## src/rtl/cfg_loader.sv

```systemverilog
// cfg_loader: serial configuration loader for the FPGA fabric.
// Hunts for a sync word on the serial input. It then assembles NWORDS
// configuration words, MSB first, and writes each one to its indexed slot.
// Optional feature macro: CFG_CHECKSUM_EN. When it is defined, a trailing
// checksum word (the wrapping sum of all data words) is required after the
// last data word. A mismatch ends the frame in a sticky error state.
module cfg_loader #(
    parameter int                NWORDS = 8,
    parameter int                WIDTH  = 32,
    parameter logic [WIDTH-1:0]  SYNC   = 32'hA5C3F00D
) (
    input  logic                       clk,
    input  logic                       rst,
    input  logic                       cin,
    input  logic                       cvalid,
    output logic                       wr_en,
    output logic [$clog2(NWORDS)-1:0]  wr_addr,
    output logic [WIDTH-1:0]           wr_data,
    output logic                       busy,
    output logic                       done,
    output logic                       err
);

    localparam int AW = $clog2(NWORDS);
    localparam int IW = AW + 1;
    localparam int BW = $clog2(WIDTH);

    localparam logic [BW-1:0] BIT_ZERO = {BW{1'b0}};
    localparam logic [BW-1:0] BIT_ONE  = {{(BW-1){1'b0}}, 1'b1};
    localparam logic [BW-1:0] BIT_LAST = BW'(WIDTH - 1);
    localparam logic [IW-1:0] IDX_ZERO = {IW{1'b0}};
    localparam logic [IW-1:0] IDX_ONE  = {{(IW-1){1'b0}}, 1'b1};
    localparam logic [IW-1:0] IDX_LAST = IW'(NWORDS - 1);

`ifdef CFG_CHECKSUM_EN
    typedef enum logic [2:0] {HUNT, LOAD, CHECK, DONE, ERR} state_t;
`else
    typedef enum logic [1:0] {HUNT, LOAD, DONE} state_t;
`endif

    state_t            state_r;
    state_t            state_n;
    logic [WIDTH-1:0]  sr_r;
    logic [WIDTH-1:0]  word_r;
    logic [BW-1:0]     bit_cnt_r;
    logic [IW-1:0]     idx_r;
    logic              wr_en_r;
    logic [AW-1:0]     wr_addr_r;
    logic [WIDTH-1:0]  wr_data_r;
    logic              busy_r;
    logic              done_r;
    logic [WIDTH-1:0]  sr_s;
    logic [WIDTH-1:0]  word_s;
    logic              last_bit_s;
    logic              last_word_s;
`ifdef CFG_CHECKSUM_EN
    logic [WIDTH-1:0]  sum_r;
    logic              err_r;
`endif

    // Next-state decode; shifted views of the sync and word registers.
    always_comb begin
        state_n     = state_r;
        sr_s        = {sr_r[WIDTH-2:0], cin};
        word_s      = {word_r[WIDTH-2:0], cin};
        last_bit_s  = (bit_cnt_r == BIT_LAST);
        last_word_s = (idx_r == IDX_LAST);
        case (state_r)
            HUNT: begin
                if (cvalid && (sr_s == SYNC)) state_n = LOAD;
                else                          state_n = HUNT;
            end
            LOAD: begin
                if (cvalid && last_bit_s && last_word_s) begin
`ifdef CFG_CHECKSUM_EN
                    state_n = CHECK;
`else
                    state_n = DONE;
`endif
                end else begin
                    state_n = LOAD;
                end
            end
`ifdef CFG_CHECKSUM_EN
            CHECK: begin
                if (cvalid && last_bit_s) state_n = (word_s == sum_r) ? DONE : ERR;
                else                      state_n = CHECK;
            end
            ERR:     state_n = ERR;
`endif
            DONE:    state_n = DONE;
            default: state_n = HUNT;
        endcase
    end

    // State register, datapath shifting/counting and registered outputs.
    always_ff @(posedge clk) begin
        if (rst) begin
            state_r   <= HUNT;
            sr_r      <= {WIDTH{1'b0}};
            word_r    <= {WIDTH{1'b0}};
            bit_cnt_r <= BIT_ZERO;
            idx_r     <= IDX_ZERO;
            wr_en_r   <= 1'b0;
            wr_addr_r <= {AW{1'b0}};
            wr_data_r <= {WIDTH{1'b0}};
            busy_r    <= 1'b0;
            done_r    <= 1'b0;
`ifdef CFG_CHECKSUM_EN
            sum_r     <= {WIDTH{1'b0}};
            err_r     <= 1'b0;
`endif
        end else begin
            state_r <= state_n;
            wr_en_r <= 1'b0;
            done_r  <= (state_n == DONE);
`ifdef CFG_CHECKSUM_EN
            busy_r  <= (state_n == LOAD) || (state_n == CHECK);
            err_r   <= (state_n == ERR);
`else
            busy_r  <= (state_n == LOAD);
`endif
            if (cvalid) begin
                case (state_r)
                    HUNT: begin
                        sr_r <= sr_s;
                        if (state_n == LOAD) begin
                            bit_cnt_r <= BIT_ZERO;
                            idx_r     <= IDX_ZERO;
                            word_r    <= {WIDTH{1'b0}};
`ifdef CFG_CHECKSUM_EN
                            sum_r     <= {WIDTH{1'b0}};
`endif
                        end
                    end
                    LOAD: begin
                        word_r <= word_s;
                        if (last_bit_s) begin
                            bit_cnt_r <= BIT_ZERO;
                            idx_r     <= idx_r + IDX_ONE;
                            wr_en_r   <= 1'b1;
                            wr_addr_r <= idx_r[AW-1:0];
                            wr_data_r <= word_s;
`ifdef CFG_CHECKSUM_EN
                            sum_r     <= sum_r + word_s;
`endif
                        end else begin
                            bit_cnt_r <= bit_cnt_r + BIT_ONE;
                        end
                    end
`ifdef CFG_CHECKSUM_EN
                    CHECK: begin
                        word_r <= word_s;
                        if (last_bit_s) bit_cnt_r <= BIT_ZERO;
                        else            bit_cnt_r <= bit_cnt_r + BIT_ONE;
                    end
`endif
                    default: begin
                    end
                endcase
            end
        end
    end

    assign wr_en   = wr_en_r;
    assign wr_addr = wr_addr_r;
    assign wr_data = wr_data_r;
    assign busy    = busy_r;
    assign done    = done_r;
`ifdef CFG_CHECKSUM_EN
    assign err     = err_r;
`else
    assign err     = 1'b0;
`endif

endmodule
```

## config.mk

```make
export PLATFORM = sky130hd
export DESIGN_NAME = cfg_loader
export DESIGN_NICKNAME = d
export VERILOG_FILES = /design/src/rtl/cfg_loader.sv
export SDC_FILE = /design/constraint.sdc
export NUM_CORES = 1
export LEC_CHECK = 0
export CORE_AREA = 4 4 97 99
export DETAILED_ROUTE_END_ITERATION = 12
export DIE_AREA = 0 0 101 103
export PLACE_DENSITY = 0.72
export REMOVE_ABC_BUFFERS = 1
export SETUP_SLACK_MARGIN = 0.05
export SYNTH_ARGS = -nofsm -noshare
export SYNTH_HDL_FRONTEND = slang
export SYNTH_SLANG_ARGS = --single-unit
```

## constraint.sdc

```tcl
create_clock -name clk -period 2.3 [get_ports clk]
set_clock_uncertainty 0.1 [all_clocks]
set_input_delay 0.23 -clock clk [delete_from_list [all_inputs] [get_ports clk]]
set_output_delay 0.23 -clock clk [all_outputs]
set_load 0.01 [all_outputs]
```

Word-level counts from Yosys, hierarchy flattened
Cells that the tools add are included.
Cells by class
  multiplexer cells: 12
  bitwise gates (word level): 2
  add/subtract/negate cells: 2
  reduce and logical (&&, ||, !) cells: 10
  eq/ne operators: 9
Operators with widths (count)
  one-hot mux 31 bit (2 select lines): 1
  == test 32 bit (second input constant): 1
  2-to-1 mux 31 bit: 1
  2-to-1 mux 5 bit: 2
  one-hot mux 5 bit (2 select lines): 1
  2-to-1 mux 4 bit: 2
  one-hot mux 4 bit (2 select lines): 1
  one-hot mux 2 bit (3 select lines): 1
  AND reduction 3 bit: 2
  adder 5 x 1 -> 5 bit (second input constant): 1
  == test 5 bit (second input constant): 1
  adder 4 x 1 -> 4 bit (second input constant): 1
  == test 2 x 1 -> 1 bit (second input constant): 2
  == test 2 bit (second input constant): 2
  == test 4 x 3 -> 1 bit (second input constant): 1
  != test 2 bit (second input constant): 2
  AND reduction 4 bit: 1
  logical AND 1 bit: 3
  OR reduction 3 bit: 1
  zero test 2 bit: 1
  2-to-1 mux 1 bit: 2
  2-to-1 mux 2 bit: 1
  inverter 1 bit: 2
  AND reduction 2 bit: 1
  nonzero test 2 bit: 1
Word-level totals
  logic and storage cells: 45
  register bits: 111
  output and inout bits: 39
  input port bits: 4

Depth between registers and ports, before layout
Gate-level depths: netlist of run 1.
  word-level depth: 8
  mapped depth: 8
  mapped depth without buffers: 7

Worst setup path before layout of run 1
Ideal clock, no wire load.
  kind: flip-flop to flip-flop
  from: register bit_cnt_r[0]
  to: register busy_r, in the netlist busy
  path slack: 0.421 ns
  setup time: 0.115 ns
  arrival: 1.665 ns
  buffers on the path: 1
  stages on the path, launching flop included: 8
  cell sequence: dfxtp_1 ha_1 and3_1 ha_1 clkbuf_1 nand3_1 o31a_1 o21a_1
On the way
  word-level cells in the longest chain between the ends: 6
RTL lines
  from (decl): line 45  | logic [BW-1:0] bit_cnt_r;
  from (signal assigned): line 148  | bit_cnt_r <= bit_cnt_r + BIT_ONE;
  == test 5 bit: line 66  | last_bit_s = (bit_cnt_r == BIT_LAST);
  named net last_bit_s: line 54  | logic last_bit_s;
  logical AND 1 bit (2 in series): line 74  | if (cvalid && last_bit_s && last_word_s) begin
  2-to-1 mux 2 bit: line 74
  one-hot mux 2 bit (3 select lines): line 68  | case (state_r)
  == test 2 x 1 -> 1 bit: line 121  | busy_r <= (state_n == LOAD);
  to (signal assigned): line 121
  to (decl): line 50  | logic busy_r;
The timed path passes the listed nets, and every way through them passes these cells.
A chain may end at the register's enable or synchronous reset.

Worst setup path after layout of run 1
  from: register bit_cnt_r[0]
  to: register wr_data_r[3], in the netlist wr_data[3]
On the way
  word-level cells in the longest chain between the ends: 2
RTL lines
  == test 5 bit: line 66
  named net last_bit_s: line 54
  AND reduction 3 bit (no source line)
  to (signal assigned): line 106  | wr_data_r <= {WIDTH{1'b0}};
  to (signal assigned): line 143  | wr_data_r <= word_s;
  to (decl): line 49  | logic [WIDTH-1:0] wr_data_r;
The timed path passes the listed nets, and every way through them passes these cells.

==> results of run 1 <==
synthesized netlist by cell type, drive strengths merged:
cell type / count
a211oi: 1
a21oi: 70
a32oi: 1
and3: 2
and3b: 1
and4b: 3
buf: 12
clkbuf: 28
conb: 1
dfxtp: 111
ha: 3
inv: 4
mux2i: 1
nand2: 137
nand2b: 58
nand3: 2
nand3b: 5
nand4: 2
nor2: 8
nor3: 5
nor3b: 3
nor4: 3
nor4b: 2
nor4bb: 4
o21a: 2
o21ai: 3
o22ai: 30
o31a: 2
o31ai: 2
o32ai: 3
or3: 2
or4: 1
xnor2: 1
xor2: 1
sequential cells by signal, summed over array words and instances, names as in the netlist:
| signal | count |
|---|---|
| wr_en | 1 |
| bit_cnt_r | 5 |
| done | 1 |
| wr_data | 32 |
| idx_r | 4 |
| wr_addr | 3 |
| busy | 1 |
| word_r | 31 |
| state_r | 2 |
| sr_r | 31 |
worst register-to-register path, delay by kind of cell, from the launching register on:
kind,cells,cell delay [ps]
AND/OR/NAND/NOR,3,710
flip-flops,1,370
buffers and inverters,1,240
AO/OA/AOI/OAI,1,130
adder cells (fa/ha/maj),2,370
kinds of logic (layout without fill, tap and decap cells):
| family | after synthesis | count (layout) |
|---|---|---|
| adders and majority gates | 3 | 3 |
| xor gates and xnor gates | 2 | 2 |
| DFF | 111 | 111 |
| other | 1 | 1 |
| AOI/OAI and AO/OA | 114 | 114 |
| muxes | 1 | 1 |
| and+or+nand+nor | 238 | 238 |
| buffers and inverters | 44 | 71 |
placed cells by master (no fill, tap or decap), types with 3 or more instances in the layout:
cell	netlist	layout
a21oi_1	70	70
and4b_1	3	3
buf_12	0	5
buf_4	7	5
clkbuf_8	0	10
clkdlybuf4s50_1	0	40
dfxtp_1	111	111
ha_1	3	3
inv_1	4	4
nand2_1	136	136
nand2b_1	58	58
nand3b_1	5	5
nor2_1	8	8
nor3_1	4	4
nor4_1	3	3
nor4bb_1	4	4
o21ai_0	3	3
o22ai_1	30	30
o32ai_1	3	3
metrics by stage:
| step | area, um^2 | std cells | worst slack (ps) | setup TNS (ps) |
|---|---|---|---|---|
| after floorplan | 4130 | 474 | -712.4 | -27490 |
| after global placement | 4815 | 633 | 297.3 | 0 |
| after detailed placement | 4815 | 633 | 203.3 | 0 |
| after CTS | 5032 | 649 | 307.2 | 0 |
| after global routing | 5032 | 649 | 190.9 | 0 |
| final | 5032 | 649 | 324.3 | 0 |
final timing paths:
path	to	slack [ps]	start	cells past startpoint
max	wr_data[3]	320	bit_cnt_r[0]	7
min	sr_r[25]	270	rst	2
max reg2reg	wr_data[3]	320	bit_cnt_r[0]	7
min reg2reg	wr_data[18]	360	word_r[17]	2
per-layer routing:
layer	GRT usage [%]	share of wire, %
met2	27.65	47
met4	6.953	1.2
met5	0	0
met1	20.19	48
met3	2.706	4.0
final cells by class:
| class | instances | area [um^2] | share of cell area, % |
|---|---|---|---|
| Inverter | 4 | 15.01 | 0.2984 |
| Clock inverter | 6 | 80.08 | 1.591 |
| Timing Repair Buffer | 51 | 543.0 | 10.79 |
| Sequential cell | 111 | 2222 | 44.16 |
| Multi-Input combinational cell | 359 | 1899 | 37.74 |
| Tap cell | 108 | 135.1 | 2.685 |
| Clock buffer | 10 | 137.6 | 2.735 |
report_power, final:
part           internal (mW)  switching [mW]  total (mW)
combinational         0.0231          0.0497      0.0728
sequential              1.92         0.00121        1.92
clock                  0.550           0.654        1.20
==> results_dict.tcl, run 1 <==
set metrics [dict create \
    routed_wl_um 8127 \
    via_per_inst 5.179 \
    cts.path.max_buffers 2 \
    utilization_pct 58.85 \
    cts_root_buf "clkbuf_8" \
    synth_top_family_by_area "simple AND/OR/NAND/NOR gates" \
    power_mw 3.200 \
    worst_path_max_delay_cell "and4b_1" \
    die_x_um 101 \
    cts_tree "yes" \
    grt_pass1_vias 3176 \
    cts_setup_buffers 0 \
    io_pins 43 \
    portBuffers 41 \
    powerDensity_mw_per_mm2 635.9 \
    row_count 34 \
    clk_latency_ps 360 \
    firstDrtPassIters 4 \
    cap_violations 0 \
    fmax_mhz 506.1 \
    cts_inserted_buffers 9 \
    rsz0062_at_grt "no" \
    wl_per_cell_um 12.52 \
    area_growth_syn_to_layout_pct 16.68 \
    path_clk_slew_ps 100 \
    synth_area_leaders "dfxtp_1 52%, nand2_1 12%, nand2b_1 8.4%" \
    syn_area_per_cell_um2 8.391 \
    start_util_pct 50.44 \
    cts.sinks 111 \
    grt-ovfl-total 0 \
    p_leak_nw 1.606 \
    grt_max_degree 61 \
    peakVddDrop_uv 318.8 \
    dieArea_mm2 0.01040 \
    period_share_pct 85.90 \
    path_cells "ha_1 > and3_1 > ha_1 > and4b_1 > buf_12 > nand2_1 > a21oi_1" \
    core_area_mm2 0.008551 \
    muxShareOfSynthArea_pct 0.2321 \
    worst-path-buf-inv 1 \
    yosys.area_share.simple_pct 27.39 \
    fillers 800 \
    h-tree-depth 3 \
    maxSlewViolCount 0 \
    critPathRequiredTime_ps 2500 \
    die_h_um 103 \
    startpoint_type "flip-flop" \
    gp_congestion 0.7996 \
    grt_pass1_wl_um 13820 \
    synthAdderAreaFrac_pct 0.8703 \
    ys.warnings.count 0 \
    drtIter0Drc 115 \
    grtUsageTotal_pct 16.16 \
    yosysSeqAreaShare_pct 51.52 \
    critPathTopFamily "simple AND/OR/NAND/NOR gates" \
    period_minus_slack_ps 1976 \
    timing.critical_path.to_type "flip-flop" \
    synthCells 514 \
    crit_arrival_ps 2170 \
    antennaDiodeCount 0 \
    whs_ps 269.8 \
    synth_compound_area_share_pct 14.91 \
    syn-cell-area_mm2 0.004313 \
    drc 0 \
    hpwlAfterDp_um 5292 \
    yosysUniqueCellTypes 38 \
    netlist.area_leader.share_pct 51.52 \
    ctsHoldBuffers 0 \
    finalHoldViolations 0 \
    crit_type "flip-flop to flip-flop" \
    route.vias.total 3361 \
    cts_resized 0 \
    path_max_fanout 33 \
    fin_nets 543 \
    synth_xor_area_share_pct 0.4062 \
    drive_gt1_share_pct 5.545 \
    yosysTopAreaCell "dfxtp_1" \
    crit_path_frequent_cell "ha_1" \
    slowest_delay_ps 420 \
    antenna_found_initial 0 \
    tightestPinTransition_ps 572.5 \
    hp-class "input port to flip-flop" \
    outcome "complete, no violations" \
    setup_viol 0 \
    ys_seq_elements 111 \
    ant_nets 0 \
    slew_headroom_pct 61.83 \
]
(Power assumes the default switching activity.)
==> run 2, diff against run 1 <==
==> config.mk (replaced) <==
export PLATFORM = sky130hd
export DESIGN_NAME = cfg_loader
export DESIGN_NICKNAME = d
export VERILOG_FILES = /design/src/rtl/cfg_loader.sv
export SDC_FILE = /design/constraint.sdc
export NUM_CORES = 1
export LEC_CHECK = 0
export CORE_AREA = 4 4 134 104
export DETAILED_ROUTE_END_ITERATION = 12
export DIE_AREA = 0 0 138 108
export REMOVE_ABC_BUFFERS = 1
export SETUP_SLACK_MARGIN = 0.05
export SLEW_MARGIN = 10
export SYNTH_ARGS = -nofsm -noshare
export SYNTH_HDL_FRONTEND = slang
export SYNTH_SLANG_ARGS = --single-unit
==> run 2 against run 1 <==
Effect of this change: hold slack better by 10 ps; critical path depth did not move; cell count up 10%; combinational power is 3% lower; clock power grew 36%; non-clock buffer count rose by 4; sequential power about the same; count of clock-buffer cells in the layout is 1 higher; total power increased by 13%; cell area grew 2.9%; routed wire length increased by 5.2%; fmax down 0.72%; critical endpoint is now idx_r[1].
==> results_dict.tcl, run 2 (synthesis gave the netlist of run 1 again) <==
set metrics [dict create \
    area_growth_syn_to_layout_pct 20.08 \
    dp_slack_ps 200.7 \
    crit_type "flip-flop to flip-flop" \
    start_util_pct 33.95 \
    wl_per_cell_um 11.94 \
    peakVddDrop_uv 447.1 \
    tightestPinTransition_ps 578.3 \
    maxSlewViolCount 0 \
    worst_path_max_delay_cell "dfxtp_1" \
    path_max_fanout 18 \
    setup_viol 0 \
    cts.path.max_buffers 2 \
    period_minus_slack_ps 1990 \
    drtIter0Drc 203 \
    hp-class "input port to flip-flop" \
    critPathTopFamily "simple AND/OR/NAND/NOR gates" \
    cts_setup_buffers 0 \
    timing.critical_path.to_type "flip-flop" \
    cts.sinks 111 \
    io_pins 43 \
    fmax_mhz 502.5 \
    cap_violations 0 \
    cts_inserted_buffers 9 \
    final_common_cell "nand2_1" \
    core_area_mm2 0.01270 \
    slowest_delay_ps 370 \
    crit_path_frequent_cell "ha_1" \
    grt_pass1_vias 3224 \
    fillers 1275 \
    portBuffers 41 \
    drc 0 \
    finalHoldViolations 0 \
    dieArea_mm2 0.01490 \
    worst-path-buf-inv 1 \
    final_cell_mix "136 x nand2_1, 111 x dfxtp_1, 70 x a21oi_1, 58 x nand2b_1, 40 x clkdlybuf4s50_1" \
    ant_nets 0 \
    cts_resized 0 \
    outcome "complete, no violations" \
    crit_arrival_ps 2100 \
    startpoint_type "flip-flop" \
    route.vias.total 3351 \
    clk_latency_ps 340 \
    fin_ws_ps 309.9 \
    critPathRequiredTime_ps 2410 \
    grt_max_degree 66 \
    cts_tree "yes" \
    grt-ovfl-total 0 \
    die_h_um 108 \
    cts_root_buf "clkbuf_16" \
    grtUsageTotal_pct 11.68 \
    hpwlAfterDp_um 5464 \
    p_leak_nw 1.651 \
    via_per_inst 4.680 \
    powerDensity_mw_per_mm2 699.5 \
    h-tree-depth 3 \
    period_share_pct 86.52 \
    row_count 36 \
    antennaDiodeCount 0 \
    slew_headroom_pct 61.45 \
    rsz0062_at_grt "no" \
    largest_register_ffs 32 \
    routed_wl_um 8548 \
    path_cells "ha_1 > and3_1 > ha_1 > and4b_1 > buf_4 > mux2i_1 > nor3_1" \
    firstDrtPassIters 4 \
    antenna_found_initial 0 \
    fin_nets 547 \
    utilization_pct 40.77 \
    path_clk_slew_ps 70 \
    grt_pass1_wl_um 14750 \
    die_x_um 138 \
    drive_gt1_share_pct 5.872 \
    ctsHoldBuffers 0 \
    gp_congestion 0.7420 \
]
[run 2: cell types whose count changed in the layout (fill, tap and decap cells not counted), sizes merged]
cell and delta:
inv -1, buf +4, bufinv +1, clkbuf +1, clkinvlp -1
[run 2: layout make-up]
class | count | area (um^2) | area share, %
clock buffers | 11 | 232.7 | 4.494
inverters | 4 | 15.01 | 0.2899
clock inverters | 5 | 82.58 | 1.595
multi-input cells | 359 | 1899 | 36.68
flip-flops and latches | 111 | 2222 | 42.91
repair buffers | 55 | 513.0 | 9.906
well taps | 171 | 214.0 | 4.131
[run 2: worst paths after layout]
check | start | endpoint | slack (ps) | cells past startpoint
setup / recovery | bit_cnt_r[0] | idx_r[1] | 310 | 7
hold / removal | rst | state_r[1] | 280 | 2
setup reg to reg | bit_cnt_r[0] | idx_r[1] | 310 | 7
hold reg to reg | word_r[20] | wr_data[21] | 350 | 2
[run 2: worst reg2reg max path, stage by stage (launching register included)]
cell	delay (ps)
dfxtp_1	370
ha_1	220
and3_1	180
ha_1	200
and4b_1	290
buf_4	250
mux2i_1	200
nor3_1	60
[run 2: routing by layer]
metal	up-vias	share of wire (%)	track usage, %
li1	1781	-	-
met1	1512	51	15.41
met2	47	43	18.59
met3	11	4.4	3.935
met4	0	0.98	2.891
met5	-	0	0
[run 2: power by group]
part	internal, mW	switching [mW]
Clock	0.957	0.671
Combinational	0.0214	0.0495
Sequential	1.92	0.00123
Total	2.90	0.722
[run 2: per-stage QoR]
stage                     std cells  cell area (um^2)  hold slack (ps)  power [mW]  TNS [ps]
after floorplan                 474              4130            199.1       1.993    -27490
after global placement          700              4863            343.1       2.039         0
after detailed placement        700              4863            347.0       2.040         0
after CTS                       716              5179            269.6       3.687         0
after global routing            716              5179            300.6       3.770         0
final                           716              5179            280.3       3.623         0
==> run 3, diff against run 2 <==
--- a/config.mk
+++ b/config.mk
@@ -5,9 +5,9 @@
 export SDC_FILE = /design/constraint.sdc
 export NUM_CORES = 1
 export LEC_CHECK = 0
-export CORE_AREA = 4 4 134 104
+export CORE_AREA = 4 4 123 113
 export DETAILED_ROUTE_END_ITERATION = 12
-export DIE_AREA = 0 0 138 108
+export DIE_AREA = 0 0 127 117
 export REMOVE_ABC_BUFFERS = 1
 export SETUP_SLACK_MARGIN = 0.05
 export SLEW_MARGIN = 10
==> run 3 against run 2 <==
Effect of this change: combinational power shrank 1%; routed wire length up 1.6%; cell area barely moved; flip-flop and latch count stayed put; global-route usage up 0.31 points; hold slack improved by 40 ps; total power decreased by 1.4%; die area fell by 0.30%; cell count is 1.7% lower; non-clock buffer count is 4 lower; sequential share of layout area about the same; sequential power about the same; critical path type unchanged; critical endpoint unchanged; largest power group unchanged; highest routed layer unchanged.
==> results_dict.tcl, run 3 (synthesis gave the netlist of run 1 again) <==
set metrics [dict create \
    die_x_um 127 \
    path_cells "ha_1 > and3_1 > ha_1 > and4b_1 > buf_12 > mux2i_1 > nor3_1" \
    cts_resized 0 \
    cts.sinks 111 \
    place_area_mm2 0.004875 \
    drtIter0Drc 230 \
    ctsHoldBuffers 0 \
    area_growth_syn_to_layout_pct 20.05 \
    fillers 1256 \
    antennaDiodeCount 0 \
    crit_type "flip-flop to flip-flop" \
    cts_setup_buffers 0 \
    dp_slack_ps 214.1 \
    final_common_cell "nand2_1" \
    seq_area_mm2 0.002222 \
    slew_headroom_pct 54.05 \
    routed.top_layer "met4" \
    route.vias.total 3410 \
    firstDrtPassIters 4 \
    finalHoldViolations 0 \
    powerDensity_mw_per_mm2 690.1 \
    drive_gt1_share_pct 5.370 \
    period_minus_slack_ps 1961 \
    critPathTopFamily "simple AND/OR/NAND/NOR gates" \
    startpoint_type "flip-flop" \
    path_max_fanout 36 \
    critPathRequiredTime_ps 2410 \
    dieArea_mm2 0.01486 \
    peakVddDrop_uv 373.7 \
    grt_pass1_wl_um 14590 \
    worst_path_max_delay_cell "dfxtp_1" \
    maxSlewViolCount 0 \
    h-tree-depth 3 \
    min_delay_path_depth 2 \
    drc 0 \
    portBuffers 41 \
    period_share_pct 85.26 \
    fmax_mhz 509.9 \
    antenna_found_initial 0 \
    setup_viol 0 \
    timing.critical_path.to_type "flip-flop" \
    wl_per_cell_um 12.34 \
    rsz0062_at_grt "no" \
    p_leak_nw 1.643 \
    row_count 39 \
    cts_root_buf "clkbuf_16" \
    core_area_mm2 0.01259 \
    route.layer.met1.wl_um 4284 \
    die_h_um 117 \
    tightestPinTransition_ps 689.3 \
    slowest_delay_ps 370 \
    largest_register_ffs 32 \
    io_pins 43 \
    crit_arrival_ps 2070 \
    final_cell_mix "136 x nand2_1, 111 x dfxtp_1, 70 x a21oi_1, 58 x nand2b_1, 40 x clkdlybuf4s50_1" \
    hp-class "input port to flip-flop" \
    cts_tree "yes" \
    cts_inserted_buffers 9 \
    worst-path-buf-inv 1 \
    final_area_mm2 0.005177 \
    grtUsageTotal_pct 11.98 \
    reg2regPathDepth 7 \
    clk_latency_ps 350 \
    fin_nets 543 \
    start_util_pct 34.26 \
    grt-ovfl-total 0 \
    fin_ws_ps 339.0 \
    multiInputGateArea_mm2 0.001899 \
    dr_wl_met3_um 414 \
    cap_violations 0 \
    whs_ps 320.2 \
    cts.path.max_buffers 2 \
    utilization_pct 41.13 \
    dr_wl_met2_um 3905 \
    outcome "complete, no violations" \
    grt_pass1_vias 3157 \
    gp_congestion 0.7542 \
    path_depth 7 \
    via_per_inst 4.844 \
    routed_wl_um 8688 \
    grt_max_degree 77 \
    ant_nets 0 \
    hpwlAfterDp_um 5498 \
    path_clk_slew_ps 70 \
    crit_path_frequent_cell "ha_1" \
]
==> run 3: cell types whose count changed in the layout (fill, tap and decap cells not counted), moves of 2 or more <==
cell	previous run	this run
clkbuf_1	2	0
inv_6	0	3
buf_12	0	4
clkinv_4	2	0
buf_4	15	7
==> run 3: where the power goes <==
| part | leakage, nW | switching [mW] | internal, mW |
|---|---|---|---|
| clock | 0.146 | 0.700 | 0.880 |
| sequential | 0.894 | 0.00124 | 1.92 |
| combinational | 0.603 | 0.0495 | 0.0204 |
==> run 3: final timing paths <==
path / start / endpoint / slack (ps)
worst max-delay path: bit_cnt_r[0] / idx_r[1] / 340
worst max register to register: bit_cnt_r[0] / idx_r[1] / 340
worst min-delay path: rst / state_r[1] / 320
worst min register to register: word_r[19] / wr_data[20] / 350
==> run 3: cell type report <==
type	instances	share of cell area (%)
sequential	111	42.92
multi-input combinational	359	36.68
tap	164	3.963
clock buffer	10	4.616
clock inverter	5	1.232
timing repair buffer	51	10.29
inverter	4	0.2900
==> run 3: per-stage QoR <==
step	cells	setup TNS [ps]	power, mW
after global routing	704	0	3.709
final	704	0	3.573
after detailed placement	689	0	2.039
after CTS	704	0	3.632
after floorplan	474	-27490	1.993
after global placement	689	0	2.037
==> run 3: routing by layer <==
layer  global-route usage (%)  up-vias
li1                         -     1774
met1                    15.21     1572
met2                    19.96       57
met3                    4.038        7
met4                    2.788        0
met5                        0        -
